`src/rtl/fft_twiddle_ctrl.sv`:
```
// Radix-4 FFT stage/butterfly sequencer: walks every butterfly of every stage, emits the
// W1/W2/W3 twiddle exponents and a valid strobe aligned to the fft_mult_block outputs.
module fft_twiddle_ctrl #(
    parameter int S_NUM    = 5,
    parameter int ROM_LAT  = 1,
    parameter int MULT_LAT = 2
) (
    input  logic                                          iCLK,
    input  logic                                          iRESET,
    input  logic                                          iSTART,
    input  logic                                          iEN,
    output logic                                          oBUSY,
    output logic [((S_NUM > 1) ? $clog2(S_NUM) : 1)-1:0]  oSTAGE,
    output logic [2*S_NUM-3:0]                            oBFLY,
    output logic [2*S_NUM-1:0]                            oW1_ADDR,
    output logic [2*S_NUM-1:0]                            oW2_ADDR,
    output logic [2*S_NUM-1:0]                            oW3_ADDR,
    output logic                                          oADDR_VALID,
    output logic                                          oMULT_VALID,
    output logic                                          oSTAGE_END,
    output logic                                          oDONE
);

    localparam int A_BIT = 2 * S_NUM;
    localparam int B_BIT = A_BIT - 2;
    localparam int SW    = (S_NUM > 1) ? $clog2(S_NUM) : 1;
    localparam int LAT   = ROM_LAT + MULT_LAT;
    localparam int LW    = (LAT > 1) ? $clog2(LAT) : 1;

    localparam logic [B_BIT-1:0] BFLY_LAST  = {B_BIT{1'b1}};
    localparam logic [SW-1:0]    STAGE_LAST = SW'(S_NUM - 1);
    localparam logic [LW-1:0]    DRAIN_LOAD = LW'(LAT - 1);

    typedef enum logic [1:0] {
        IDLE,
        RUN,
        DRAIN,
        DONE
    } state_t;

    state_t           state_q;
    logic [SW-1:0]    stage_q;
    logic [B_BIT-1:0] bfly_q;
    logic [LW-1:0]    drain_q;
    logic [LAT-1:0]   pipe_q;
    logic [LAT-1:0]   pipe_d;

    logic             addrValid;
    logic [B_BIT-1:0] mask;
    logic [A_BIT-1:0] expE;

    always_ff @(posedge iCLK or negedge iRESET) begin
        if (!iRESET) begin
            state_q <= IDLE;
            stage_q <= '0;
            bfly_q  <= '0;
            drain_q <= '0;
        end else begin
            case (state_q)
                IDLE: begin
                    if (iSTART) begin
                        state_q <= RUN;
                        stage_q <= '0;
                        bfly_q  <= '0;
                    end
                end
                RUN: begin
                    if (iEN) begin
                        if (bfly_q == BFLY_LAST) begin
                            bfly_q  <= '0;
                            drain_q <= DRAIN_LOAD;
                            state_q <= DRAIN;
                        end else begin
                            bfly_q <= bfly_q + 1'b1;
                        end
                    end
                end
                // Wait for the ROM + multiplier pipeline to empty before the next stage reads memory.
                DRAIN: begin
                    if (drain_q == '0) begin
                        if (stage_q == STAGE_LAST) begin
                            state_q <= DONE;
                        end else begin
                            stage_q <= stage_q + 1'b1;
                            state_q <= RUN;
                        end
                    end else begin
                        drain_q <= drain_q - 1'b1;
                    end
                end
                DONE: begin
                    state_q <= IDLE;
                    stage_q <= '0;
                end
                default: state_q <= IDLE;
            endcase
        end
    end

    assign addrValid = (state_q == RUN) && iEN;
    assign pipe_d    = (pipe_q << 1) | LAT'(addrValid);

    always_ff @(posedge iCLK or negedge iRESET) begin
        if (!iRESET) begin
            pipe_q <= '0;
        end else begin
            pipe_q <= pipe_d;
        end
    end

    // mask = 4^(S_NUM-1-s) - 1 is simply the all-ones butterfly field shifted right by 2s.
    always_comb begin
        mask = BFLY_LAST >> (2 * stage_q);
        expE = A_BIT'(bfly_q & mask) << (2 * stage_q);
    end

    assign oW1_ADDR    = expE;
    assign oW2_ADDR    = expE << 1;
    assign oW3_ADDR    = expE + (expE << 1);
    assign oBUSY       = (state_q != IDLE);
    assign oSTAGE      = stage_q;
    assign oBFLY       = bfly_q;
    assign oADDR_VALID = addrValid;
    assign oMULT_VALID = pipe_q[LAT-1];
    assign oSTAGE_END  = (state_q == DRAIN) && (drain_q == '0);
    assign oDONE       = (state_q == DONE);

endmodule
```
`config.mk`:
```
export PLATFORM = sky130hd
export DESIGN_NAME = fft_twiddle_ctrl
export DESIGN_NICKNAME = d
export VERILOG_FILES = /design/src/rtl/fft_twiddle_ctrl.sv
export SDC_FILE = /design/constraint.sdc
export NUM_CORES = 1
export LEC_CHECK = 0
export BUFFER_PORTS_ARGS = -buffer_cell sky130_fd_sc_hd__buf_2
export CORE_MARGIN = 5
export CORE_UTILIZATION = 53
export CTS_CLUSTER_DIAMETER = 50
export DETAILED_ROUTE_END_ITERATION = 12
export PLACE_DENSITY = 0.81
export SLEW_MARGIN = 20
export SYNTH_ARGS = -nofsm -noshare
export SYNTH_HDL_FRONTEND = slang
export SYNTH_SLANG_ARGS = --single-unit
```
`constraint.sdc`:
```
create_clock -name iCLK -period 3.5 [get_ports iCLK]
set_input_delay 0.175 -clock iCLK [delete_from_list [all_inputs] [get_ports iCLK]]
set_output_delay 0.175 -clock iCLK [all_outputs]
set_load 0.02 [all_outputs]
```
# Word-level counts from Yosys, hierarchy flattened
# Cells that the tools add are included.
# word_totals
wordCells	52
input_bits	4
rom_bits	0
n_memories	0
ff_bits	18
latch_bits	0
mem_bits_rw	0
# classes
mul	0
n_reduce_logical	12
bitwise_logic	2
n_mux	16
n_addsub	4
n_shift	2
n_eq_ne	11
order_cmp	0
div	0
# ops
op	count
$mux 8	3
$pmux 8 s2	1
$mux 2	6
$ne 2x2->1 const B	6
$reduce_and 4->1	3
$add 10x10->10	1
$shl 8x4->10	1
$mux 3	3
$pmux 3 s3	1
$add 8x1->8 const B	1
$and 8x8->8	1
$eq 8x8->1 const B	1
$pmux 2 s4	1
$shr 8x4->8 const A	1
$reduce_bool 2->1	3
$eq 2x2->1 const B	2
$logic_not 2->1	2
$pmux 2 s2	1
$add 3x1->3 const B	1
$eq 3x3->1 const B	1
$or 3x1->3	1
$reduce_and 3->1	1
$reduce_bool 3->1	1
$eq 2x1->1 const B	1
other kinds (2)	3

# Longest topological paths before layout
# depth
depth_word	4
mapped_depth	12
depth_no_buf	12

# Worst setup path after synthesis
# OpenSTA, ideal clock, no wires.
# synth_timing
kind	register to output
startpoint	reg stage_q[0], in the netlist oSTAGE[0]
endpoint	out oW3_ADDR[9]
n_path_buf	0
setup_slack_ns	-0.101
t_arrival_ns	3.426
stages_incl_launch_ff	12
cell_sequence	dfrtp_1 -> ha_1 -> inv_1 -> ha_1 -> nand2_1 -> o22a_1 -> a211oi_1 -> ha_1 -> or2_2 -> a311o_1 -> nand2_1 -> a311o_1
# synth_between
elab_chain_len	4
# synth_lines
element	line_no	source
from (decl)	42	logic [SW-1:0] stage_q;
from (signal assigned)	84	stage_q <= stage_q + 1'b1;
$shr 8x4->8	113	mask = BFLY_LAST >> (2 * stage_q);
$and 8x8->8	114	expE = A_BIT'(bfly_q & mask) << (2 * stage_q);
$shl 8x4->10 (*)	114	
via oW1_ADDR[6]	15	output logic [2*S_NUM-1:0] oW1_ADDR,
$add 10x10->10 (*)	119	assign oW3_ADDR = expE + (expE << 1);
to (decl)	17	output logic [2*S_NUM-1:0] oW3_ADDR,
# Mark *: on every way through the listed nets, which the timed path passes. The rest lies on a longest branch.

# Worst setup path after layout
# layout_timing
startpoint	reg stage_q[2], in the netlist oSTAGE[2]
endpoint	out oW3_ADDR[9]
# layout_between
elab_chain_len	4
# layout_lines
element	line_no
$shr 8x4->8	113
$and 8x8->8	114
$shl 8x4->10 (*)	114
$add 10x10->10 (*)	119
# Mark *: on every way between the ends. The rest lies on a longest branch, timed or not.

==> summary.md <==
| Metric | Value |
|---|---|
| Total of warnings raised by yosys | `0` |
| Crit. End Element | `primary output` |
| Top cell type's share of synthesized area | `0.252` |
| Worst Skew | `0.000979 ns` |
| IO Pins | `50` |
| Final Util | `0.639` |
| Ys flop type | `dfrtp_1` |
| Fmax | `0.303 GHz` |
| Synth top area cells | `dfrtp_1 (25%), ha_1 (11%), buf_4 (5.0%)` |
| Part of the cycle the worst path needs | `0.943` |
| Port bufs | `48` |
| Slowest CP cell | `fa_1` |
| DR iter-0 viols | `69` |
| Syn nets | `228` |
| Routed vias | `1657` |
| Initial Utilization | `0.539` |
| Wire length per cell | `13.8 um` |
| CP startpoint kind | `flip-flop` |
| Synth async-reset ratio | `1.00` |
| CP Max Fanout | `6` |
| Setup violations, final | `0` |
| Status | `finished clean` |
| Num CTS Buffers | `3` |
| Critical Path, Cell by Cell | `buf_4 -> nor2_1 -> and3_1 -> ha_1 -> fa_1 -> o31a_1 -> mux2i_1 -> o22ai_2 -> nor4_1 -> a311o_1 -> buf_2` |
| Final WL | `4060 um` |
| # rows | `21` |
| Commonest non-fill, non-tap cell in the layout | `buf_2` |
| First-pass GRT wire length | `6630 um` |
| Register area share after synthesis | `0.252` |
| H-tree level count | `1` |
| CTS sink count | `18` |
| Commonest cells after routing, fill and taps aside | `buf_2 (48), dfrtp_1 (18), inv_1 (16)` |
| Clock buffer depth | `2` |
| Power Dens Cells | `583 nW/um^2` |
| Library cells used by synthesis | `55` |
| Routability cong. | `0.896` |
| Syn avg cell area | `8.58 um^2` |
| Final HPWL DP | `3060 um` |
| Initial antenna violation count | `0` |
| CTS tree | `yes` |
| Clock transition at path regs | `0.10 ns` |
| WP data arrival | `3.13 ns` |
| CP bufs+invs | `2` |
| Worst hold slack | `0.186 ns` |
| Vias in the first global route | `1489` |
| Mapped cell area | `1780 um^2` |
| DRC viols | `0` |
| Area delta synth->final | `18.7%` |
| Die area | `4630 um^2` |
| Most area-hungry cell type in the Yosys netlist | `dfrtp_1` |
| CP peak stage delay | `0.47 ns` |
| Type of the most critical hold path | `in2reg` |
| Largest net degree at the start of global routing | `20` |
| WP data required | `3.32 ns` |
| Die span in y | `68.0 um` |
| Share of layout cells above drive strength 1 | `0.331` |
| Grt ovf | `0` |
| 1st-pass router iterations | `4` |
| Family with the most delay on the worst path | `adder cells` |
| Endpoints failing hold | `0` |
| Nets | `269` |
| Drt via density | `5.64` |
| FF+latch count, synth | `18` |
| Worst skew pair latency | `0.29 ns` |
| Total track usage | `0.181` |
| Leakage | `1.06 nW` |
| Worst Tran Pin Value | `0.534 ns` |
| Post-synth EDFFs | `0` |
| # diodes | `0` |
| Kind of critical path | `reg2out` |
| Final Max Slew Viols | `0` |
| Post-route ant nets | `0` |
| Period minus WS final | `3.30 ns` |
| Root Driver | `clkbuf_4` |
| Die Wd | `68.0 um` |
| VDD IR max | `248 uV` |
| Area of the core | `3310 um^2` |
| Mapped Cells | `208` |
| Fillers | `278` |
| Max-cap violations | `0` |
| Worst slew margin | `0.642` |
[where the power goes]
group          switching [W]  leakage [nW]  internal [W]
clock network      0.0000657        0.0210     0.0000634
registers          0.0000628         0.225      0.000237
logic               0.000510         0.810      0.000295
total               0.000638          1.06      0.000595
[logic make-up after synthesis]
kind of cell    Yosys count  share of synthesized area
buf+inv                  34                      0.107
fa+ha+maj                16                      0.116
flops                    18                      0.252
xor+xnor                 11                     0.0540
other cells               1                    0.00210
compound gates           53                      0.229
simple gates             73                      0.227
mux                       2                     0.0119
[registers in the layout (all words and copies together) (netlist names)]
signal and count:
oBFLY 8, pipe_q 3, oSTAGE 3, drain_q 2
state_q 2
[synth_stat cells (2+ instances only)]
master,instances
a211oi_1,5
a21o_1,2
a21oi_1,7
a22o_1,2
a311o_1,2
a31oi_1,4
a32oi_1,3
and2_1,3
and3_1,10
buf_2,2
buf_4,12
buf_6,2
clkbuf_1,2
dfrtp_1,18
ha_1,15
inv_1,16
nand2_1,13
nand3_1,9
nand3b_1,4
nand4_1,3
nor2_1,12
nor2b_1,2
nor3_1,5
o21ai_0,11
o22ai_2,2
o31a_1,2
or2_2,3
xnor2_1,7
xor2_1,4
[worst paths after layout]
path | slack [ns] | from | cells past startpoint | endpoint
worst max register to register | 1.44 | state_q[0] | 7 | oSTAGE[0]
max in group asynchronous | 2.91 | iRESET | 2 | oBFLY[5]
worst min-delay path | 0.19 | iEN | 3 | pipe_q[0]
worst min register to register | 0.36 | pipe_q[0] | 0 | pipe_q[1]
worst max-delay path | 0.20 | oSTAGE[2] | 11 | oW3_ADDR[9]
min in group asynchronous | 0.32 | iRESET | 2 | drain_q[1]
[tightest hold or removal path, cell delays in order]
cell    delay (ns)
buf_2         0.11
inv_1         0.08
nor2_1        0.08
[per-layer routing]
metal | share of wire | vias to the layer above | GRT usage
met5 | 0 | - | 0
met4 | 0.0071 | 0 | 0.0372
met3 | 0.058 | 4 | 0.0312
met2 | 0.46 | 47 | 0.284
met1 | 0.48 | 779 | 0.258
li1 | - | 827 | -
[metrics by stage]
stage          TNS [ns]  std cells  setup slack [ns]  total power [W]  instance area (um^2)
5_1_grt         -0.0323        294           -0.0323          0.00133                  2120
2_1_floorplan         0        208            0.0234         0.000909                  1790
3_3_place_gp          0        288             0.447          0.00107                  1990
4_1_cts               0        293            0.0889          0.00121                  2030
3_5_place_dp          0        288             0.425          0.00108                  1990
6_report              0        294             0.200          0.00123                  2120
[repair_timing]
action / 4_1_cts / 5_1_grt
endpoints found under the setup margin: 0 / 4
setup buffers: 0 / 1
hold buffers: 1 / 0
hold endpoints to repair: 18 / 0
gates resized for setup: 0 / 19
[final cells by class]
class / count / area [um^2] / share of cell area
clock buffer: 4 / 36.3 / 0.0171
inverter: 16 / 60.1 / 0.0284
multi-input combinational: 156 / 1210 / 0.573
sequential: 18 / 450 / 0.213
tap: 46 / 57.6 / 0.0272
timing repair buffer: 54 / 299 / 0.141
No activity file was read; power rests on OpenSTA's default activity.
